## config.mk

```make
export PLATFORM = sky130hd
export DESIGN_NAME = ps2_host_tx_flat
export DESIGN_NICKNAME = d
export VERILOG_FILES = /design/src/rtl/ps2_pkg.sv /design/src/rtl/ps2_host_tx_if.sv /design/src/rtl/ps2_line_sync.sv /design/src/rtl/ps2_host_tx.sv /design/src/flat_wrapper.sv
export SDC_FILE = /design/constraint.sdc
export NUM_CORES = 1
export LEC_CHECK = 0
export CAP_MARGIN = 20
export CORE_MARGIN = 1
export CORE_UTILIZATION = 43
export CTS_BUF_LIST = sky130_fd_sc_hd__clkbuf_16
export CTS_CLUSTER_DIAMETER = 150
export DETAILED_ROUTE_END_ITERATION = 16
export HOLD_SLACK_MARGIN = 0.03
export PLACE_DENSITY = 0.6
export SYNTH_ARGS = -nofsm -noshare
export SYNTH_HDL_FRONTEND = slang
export SYNTH_SLANG_ARGS = --single-unit
```

## constraint.sdc

```tcl
create_clock -name clk -period 2.7 [get_ports clk]
set_input_delay 0.405 -clock clk [delete_from_list [all_inputs] [get_ports clk]]
set_output_delay 0.405 -clock clk [all_outputs]
set_load 0.02 [all_outputs]
```

## src/rtl/ps2_pkg.sv

```systemverilog
// rtl/ps2_pkg.sv - shared PS/2 link types, error codes and command bytes
package ps2_pkg;

    typedef enum logic [2:0] {
        IDLE,
        INHIBIT,
        REQ,
        XFER,
        ACK,
        WAIT_IDLE
    } ps2_state_t;

    localparam logic [1:0] ERR_NONE    = 2'b00;
    localparam logic [1:0] ERR_TIMEOUT = 2'b01;
    localparam logic [1:0] ERR_NACK    = 2'b10;

    localparam logic [7:0] PS2_CMD_SET_LED = 8'hED;
    localparam logic [7:0] PS2_CMD_RESET   = 8'hFF;
    localparam logic [7:0] PS2_CMD_ENABLE  = 8'hF4;

    localparam logic [7:0] PS2_RSP_ACK    = 8'hFA;
    localparam logic [7:0] PS2_RSP_RESEND = 8'hFE;

    // The PS/2 frame parity bit makes the total count of ones odd.
    function automatic logic odd_parity(input logic [7:0] d);
        return ~^d;
    endfunction

endpackage

```

## src/rtl/ps2_host_tx_if.sv

```systemverilog
// rtl/ps2_host_tx_if.sv - command byte request handshake
interface ps2_host_tx_if;
    logic [7:0] tx_data;
    logic       tx_valid;
    logic       tx_ready;

    modport master (
        output tx_data,
        output tx_valid,
        input  tx_ready
    );

    modport slave (
        input  tx_data,
        input  tx_valid,
        output tx_ready
    );
endinterface

```

## src/rtl/ps2_line_sync.sv

```systemverilog
// rtl/ps2_line_sync.sv - two-flop synchronizers for kb_clk/kb_data plus clock fall detect
module ps2_line_sync (
    input  logic clk,
    input  logic resetn,
    input  logic kb_clk_in,
    input  logic kb_data_in,
    output logic sync_clk,
    output logic sync_data,
    output logic clk_fall
);
    logic [1:0] clk_sr;
    logic [1:0] data_sr;
    logic       clk_prev;

    // Idle PS/2 lines float high, so reset to 1 to avoid a spurious fall.
    always_ff @(posedge clk) begin
        if (!resetn) begin
            clk_sr   <= 2'b11;
            data_sr  <= 2'b11;
            clk_prev <= 1'b1;
        end else begin
            clk_sr   <= {clk_sr[0], kb_clk_in};
            data_sr  <= {data_sr[0], kb_data_in};
            clk_prev <= clk_sr[1];
        end
    end

    assign sync_clk  = clk_sr[1];
    assign sync_data = data_sr[1];
    assign clk_fall  = clk_prev & ~clk_sr[1];

endmodule

```

## src/rtl/ps2_host_tx.sv

```systemverilog
// rtl/ps2_host_tx.sv - PS/2 host-to-device command transmitter; PS2_TX_RETRY_EN enables resends
module ps2_host_tx
    import ps2_pkg::*;
#(
    parameter int INHIBIT_CYCLES = 2500,
    parameter int TIMEOUT_CYCLES = 375000,
    parameter int MAX_RETRY      = 2
) (
    input  logic                clk,
    input  logic                resetn,
    ps2_host_tx_if.slave        tx,
    input  logic                kb_clk_in,
    input  logic                kb_data_in,
    output logic                kb_clk_oe,
    output logic                kb_data_oe,
    output logic                busy,
    output logic                done,
    output logic                err,
    output logic [1:0]          err_code
);

`ifdef PS2_TX_RETRY_EN
    localparam bit RETRY_EN = 1'b1;
`else
    localparam bit RETRY_EN = 1'b0;
`endif

    localparam int INH_W = $clog2(INHIBIT_CYCLES);
    localparam int TO_W  = $clog2(TIMEOUT_CYCLES);
    localparam int RT_W  = $clog2(MAX_RETRY + 2);

    localparam logic [INH_W-1:0] INH_LAST  = INH_W'(INHIBIT_CYCLES - 1);
    localparam logic [TO_W-1:0]  TO_LAST   = TO_W'(TIMEOUT_CYCLES - 1);
    localparam logic [RT_W-1:0]  RETRY_MAX = RT_W'(MAX_RETRY);

    ps2_state_t       state, state_n;
    logic [7:0]       data_q, data_n;
    logic             parity_q, parity_n;
    logic [3:0]       fall_cnt, fall_cnt_n;
    logic [INH_W-1:0] inh_cnt, inh_cnt_n;
    logic [TO_W-1:0]  to_cnt, to_cnt_n;
    logic [RT_W-1:0]  retry_cnt, retry_n;
    logic             data_oe_q, data_oe_n;
    logic             done_q, done_n;
    logic             err_q, err_n;
    logic [1:0]       err_code_q, err_code_n;

    logic             sync_clk;
    logic             sync_data;
    logic             clk_fall;
    logic             timeout;
    logic             fail;
    logic [1:0]       fail_code;

    ps2_line_sync u_sync (
        .clk        (clk),
        .resetn     (resetn),
        .kb_clk_in  (kb_clk_in),
        .kb_data_in (kb_data_in),
        .sync_clk   (sync_clk),
        .sync_data  (sync_data),
        .clk_fall   (clk_fall)
    );

    // State and datapath registers; reset releases both lines on the next edge.
    always_ff @(posedge clk) begin
        if (!resetn) begin
            state      <= IDLE;
            data_q     <= '0;
            parity_q   <= 1'b0;
            fall_cnt   <= '0;
            inh_cnt    <= '0;
            to_cnt     <= '0;
            retry_cnt  <= '0;
            data_oe_q  <= 1'b0;
            done_q     <= 1'b0;
            err_q      <= 1'b0;
            err_code_q <= ERR_NONE;
        end else begin
            state      <= state_n;
            data_q     <= data_n;
            parity_q   <= parity_n;
            fall_cnt   <= fall_cnt_n;
            inh_cnt    <= inh_cnt_n;
            to_cnt     <= to_cnt_n;
            retry_cnt  <= retry_n;
            data_oe_q  <= data_oe_n;
            done_q     <= done_n;
            err_q      <= err_n;
            err_code_q <= err_code_n;
        end
    end

    // Next-state logic: inhibit, then shift start/data/parity/stop on device clock falls, then ACK.
    always_comb begin
        state_n    = state;
        data_n     = data_q;
        parity_n   = parity_q;
        fall_cnt_n = fall_cnt;
        inh_cnt_n  = inh_cnt;
        to_cnt_n   = to_cnt;
        retry_n    = retry_cnt;
        data_oe_n  = data_oe_q;
        done_n     = 1'b0;
        err_n      = 1'b0;
        err_code_n = err_code_q;
        fail       = 1'b0;
        fail_code  = ERR_NONE;
        timeout    = (to_cnt == TO_LAST) && !clk_fall;

        case (state)
            IDLE: begin
                if (tx.tx_valid) begin
                    data_n     = tx.tx_data;
                    parity_n   = odd_parity(tx.tx_data);
                    fall_cnt_n = '0;
                    inh_cnt_n  = '0;
                    to_cnt_n   = '0;
                    retry_n    = '0;
                    data_oe_n  = 1'b0;
                    err_code_n = ERR_NONE;
                    state_n    = INHIBIT;
                end
            end

            INHIBIT: begin
                // Device clock activity here is ignored; we own the clock line.
                if (inh_cnt == INH_LAST) begin
                    data_oe_n = 1'b1;
                    to_cnt_n  = '0;
                    state_n   = REQ;
                end else begin
                    inh_cnt_n = inh_cnt + 1'b1;
                end
            end

            REQ, XFER: begin
                to_cnt_n = clk_fall ? '0 : to_cnt + 1'b1;
                if (clk_fall) begin
                    fall_cnt_n = fall_cnt + 1'b1;
                    if (fall_cnt < 4'd8) begin
                        data_oe_n = ~data_q[fall_cnt[2:0]];
                    end else if (fall_cnt == 4'd8) begin
                        data_oe_n = ~parity_q;
                    end else begin
                        data_oe_n = 1'b0;
                    end
                    state_n = (fall_cnt == 4'd9) ? ACK : XFER;
                end else if (timeout) begin
                    fail      = 1'b1;
                    fail_code = ERR_TIMEOUT;
                end
            end

            ACK: begin
                to_cnt_n = clk_fall ? '0 : to_cnt + 1'b1;
                if (clk_fall) begin
                    if (!sync_data) begin
                        state_n = WAIT_IDLE;
                    end else begin
                        fail      = 1'b1;
                        fail_code = ERR_NACK;
                    end
                end else if (timeout) begin
                    fail      = 1'b1;
                    fail_code = ERR_TIMEOUT;
                end
            end

            WAIT_IDLE: begin
                to_cnt_n = clk_fall ? '0 : to_cnt + 1'b1;
                if (sync_clk && sync_data) begin
                    done_n  = 1'b1;
                    state_n = IDLE;
                end else if (timeout) begin
                    fail      = 1'b1;
                    fail_code = ERR_TIMEOUT;
                end
            end

            default: begin
                state_n = IDLE;
            end
        endcase

        // A failed attempt either restarts the frame with the latched byte or ends the transfer.
        if (fail) begin
            data_oe_n  = 1'b0;
            fall_cnt_n = '0;
            inh_cnt_n  = '0;
            to_cnt_n   = '0;
            if (RETRY_EN && (retry_cnt < RETRY_MAX)) begin
                retry_n = retry_cnt + 1'b1;
                state_n = INHIBIT;
            end else begin
                err_n      = 1'b1;
                err_code_n = fail_code;
                state_n    = IDLE;
            end
        end
    end

    assign kb_clk_oe   = (state == INHIBIT);
    assign kb_data_oe  = data_oe_q | ((state == INHIBIT) && (inh_cnt == INH_LAST));
    assign tx.tx_ready = (state == IDLE);
    assign busy        = (state != IDLE);
    assign done        = done_q;
    assign err         = err_q;
    assign err_code    = err_code_q;

endmodule

```

## src/flat_wrapper.sv

```systemverilog
// flat-port wrapper written by rule: the top's interface ports become plain ports
module ps2_host_tx_flat import ps2_pkg::*;
#(
    parameter int INHIBIT_CYCLES = 2500,
    parameter int TIMEOUT_CYCLES = 375000,
    parameter int MAX_RETRY      = 2
)
  (clk, resetn, kb_clk_in, kb_data_in, kb_clk_oe, kb_data_oe, busy, done, err, err_code, tx_tx_data, tx_tx_valid, tx_tx_ready);
  ps2_host_tx_if tx_i ();
  input  logic clk;
  input  logic resetn;
  input  logic kb_clk_in;
  input  logic kb_data_in;
  output logic kb_clk_oe;
  output logic kb_data_oe;
  output logic busy;
  output logic done;
  output logic err;
  output logic [1:0] err_code;
  input wire logic [$bits(tx_i.tx_data)-1:0] tx_tx_data;
  input wire logic [$bits(tx_i.tx_valid)-1:0] tx_tx_valid;
  output wire logic [$bits(tx_i.tx_ready)-1:0] tx_tx_ready;
  assign tx_i.tx_data = tx_tx_data;
  assign tx_i.tx_valid = tx_tx_valid;
  assign tx_tx_ready = tx_i.tx_ready;
  ps2_host_tx #(.INHIBIT_CYCLES(INHIBIT_CYCLES), .TIMEOUT_CYCLES(TIMEOUT_CYCLES), .MAX_RETRY(MAX_RETRY)) u_core (.clk(clk), .resetn(resetn), .tx(tx_i), .kb_clk_in(kb_clk_in), .kb_data_in(kb_data_in), .kb_clk_oe(kb_clk_oe), .kb_data_oe(kb_data_oe), .busy(busy), .done(done), .err(err), .err_code(err_code));
endmodule
```

==> run metrics <==
result of the run complete, but fails checks; violated checks DRC; setup TNS 0 ns; Longest Clk Path Bufs 2; max cap viols 0; EDFF count, synth 0; Post-Syn Nets 362; die footprint 0.007096 mm2; min-delay worst type reg2reg; sequential-to-total area share from yosys stat 39.24%; Synth Flop Type dfxtp_1; global route overflow 0; CTS tree done; worst path arrival time 2.20 ns; startpoint types flop; clock root buffer clkbuf_16; multi-input logic area 0.001667 mm2; Cells after Synth 342; worst hold slack 0.4067 ns; Max IR drop VDD 0.4048 mV; hold path start u_core.u_sync.clk_sr[0]; RD Place Congestion 0.7936; Yosys warning count 0; share of layout cells above drive strength 1 9.840%; total global-route track usage 18.59%; CP Capture Type output port; switching portion of total power 33.40%; Logic pwr share 32.2%; Layout Nets 391; die width 84.24 um; Setup Buffers After CTS 0; Critical Path RT 2.30 ns; RSZ-0062 raised after global routing no; launch point of the worst path u_core.inh_cnt[4]; initial DRC count 119; antenna-violating nets left 0; initial antenna violation count 0; CTS clk-pin slew, worst paths 0.05 ns; post-cts sizing count 0; Rows 29; max_slew headroom 60.72%; flops & latches, synth 57; via count of the routed design 2406; leakage 0.001277 uW; sequential share of power 33.8%; worst-margin pin slew 0.5866 ns; final period utilization 96.38%; max-slew violations 0; I/O pin total 21; core area 0.006422 mm2; crit path time final 2.602 ns; fmax 384.3 MHz; Sw Pwr 949.2 uW; starting density of the core 45.28%; synthesized area per cell 8.502 um2; CTS Buf Count 9; register area 0.001141 mm2; internal power 1892 uW; Sink Count 57; worst r2r src u_core.inh_cnt[4]; Port Buffers 20; Synth Cell Area 0.002908 mm2; Remaining DRCs 2; pwr/cell area 810.2 mW/mm2; vias in the first global route 2179; DRT Wirelength 5973 um; skew final 0.006474 ns; unique cell type count in the Yosys netlist 50; clock share of power 34.0%; number of vias per cell 5.311; Worst-Skew Late Latency 0.33 ns; wire length per cell 13.19 um; first-pass GRT wire length 10300 um; number of diodes 0; crit-path max FO 4; cts hold-fix bufs 0; final hold violation count 0; Die Ht 84.24 um; area grow syn2layout 20.61%; Setup CP Type reg2out; CTS HTree Levels 3; endpoints failing setup 0; TritonRoute pass-1 iters 10; Async SR Flop Fraction 0%; Fillers 593; Post-DP HPWL 4267 um; pin count of the biggest net entering global routing 23
==> sequential cells by signal (all words and copies together) (netlist names), 2 cells and up <==
| register | count |
|---|---|
| u_core.fall_cnt | 4 |
| u_core.err_code | 2 |
| u_core.u_sync.data_sr | 2 |
| u_core.state | 3 |
| u_core.u_sync.clk_sr | 2 |
| u_core.data_q | 8 |
| u_core.to_cnt | 19 |
| u_core.inh_cnt | 12 |
==> layer usage <==
metal,GRT usage (%),wire length (um)
met5,0,0
met4,7.053,80
met3,6.195,239
met2,28.54,2618
met1,24.25,3034
==> stage by stage <==
stage	cells	setup slack, ns	area, um2	power (uW)	utilization, %
after CTS	453	0.06543	3507	2866	54.61
after global routing	453	0.01054	3507	3014	54.61
after detailed placement	437	0.3948	3252	1893	50.63
after floorplan	342	0.4600	2908	1615	-
after global placement	437	0.4342	3252	1887	50.63
final	453	0.09765	3507	2841	54.61
==> kinds of logic after synthesis <==
kind of cell               count (synthesis)  synth area share (%)
xor gates and xnor gates                  29                 8.735
buffers and inverters                     25                 3.657
adders and majority gates                  7                 3.012
muxes                                      7                 3.313
AOI/OAI and AO/OA                         48                 11.23
and+or+nand+nor                          169                 30.81
DFF                                       57                 39.24
==> layout make-up <==
class	instances	area share, %
flip-flops and latches	57	32.54
clock inverters	7	0.8562
repair buffers	33	8.848
multi-input cells	260	47.52
well taps	77	2.747
inverters	10	1.070
clock buffers	9	6.422
==> power groups by stage <==
stage                     clock network, uW  logic (uW)  registers (uW)
after global placement                    0         911             976
after global routing                   1020        1020             969
after CTS                               987         919             960
final                                   967         914             961
after detailed placement                  0         916             977
after floorplan                           0         654             961
==> critical path, stage by stage, from the launching register on <==
cell             delay (ns)
dfxtp_1                0.34
or4_4                  0.59
nor3_1                 0.21
a21o_1                 0.14
clkdlybuf4s50_1        0.59
==> synth_stat cells, types with 7 or more instances <==
master / n / area [um2]
dfxtp_1: 57 / 1141
nand2_1: 45 / 168.9
nor2_1: 34 / 127.6
nor3_1: 22 / 110.1
xnor2_1: 19 / 166.4
nand3_1: 14 / 70.07
a21oi_1: 12 / 60.06
inv_1: 10 / 37.54
xor2_1: 10 / 87.58
clkbuf_1: 9 / 33.78
a21boi_0: 8 / 60.06
o21ai_0: 8 / 40.04
ha_1: 7 / 87.58
nand2b_1: 7 / 43.79
==> final timing paths <==
check | to | slack, ns | cells after the start
min reg2reg | u_core.u_sync.clk_sr[1] | 0.41 | 1
max reg2reg | u_core.to_cnt[14] | 0.42 | 6
max | kb_data_oe | 0.1 | 4
min | u_core.u_sync.clk_sr[1] | 0.41 | 1
==> cells in the final DEF (no fill, tap or decap), types with 3 or more instances in the layout <==
cell type / n
a211o_1: 3
a21boi_0: 8
a21o_1: 3
a21oi_1: 12
a31oi_1: 4
and2_1: 5
and3_1: 4
and4_1: 5
buf_4: 12
clkbuf_16: 9
clkdlybuf4s50_1: 20
clkinv_2: 3
dfxtp_1: 57
ha_1: 7
inv_1: 12
mux2i_1: 4
nand2_1: 45
nand2b_1: 7
nand3_1: 14
nand4_1: 3
nor2_1: 34
nor3_1: 22
nor4_1: 4
nor4b_1: 3
o21ai_0: 8
o22ai_1: 3
or3_1: 3
or4_1: 4
xnor2_1: 19
xor2_1: 10
Note: power is estimated with default switching activity, not from simulation.
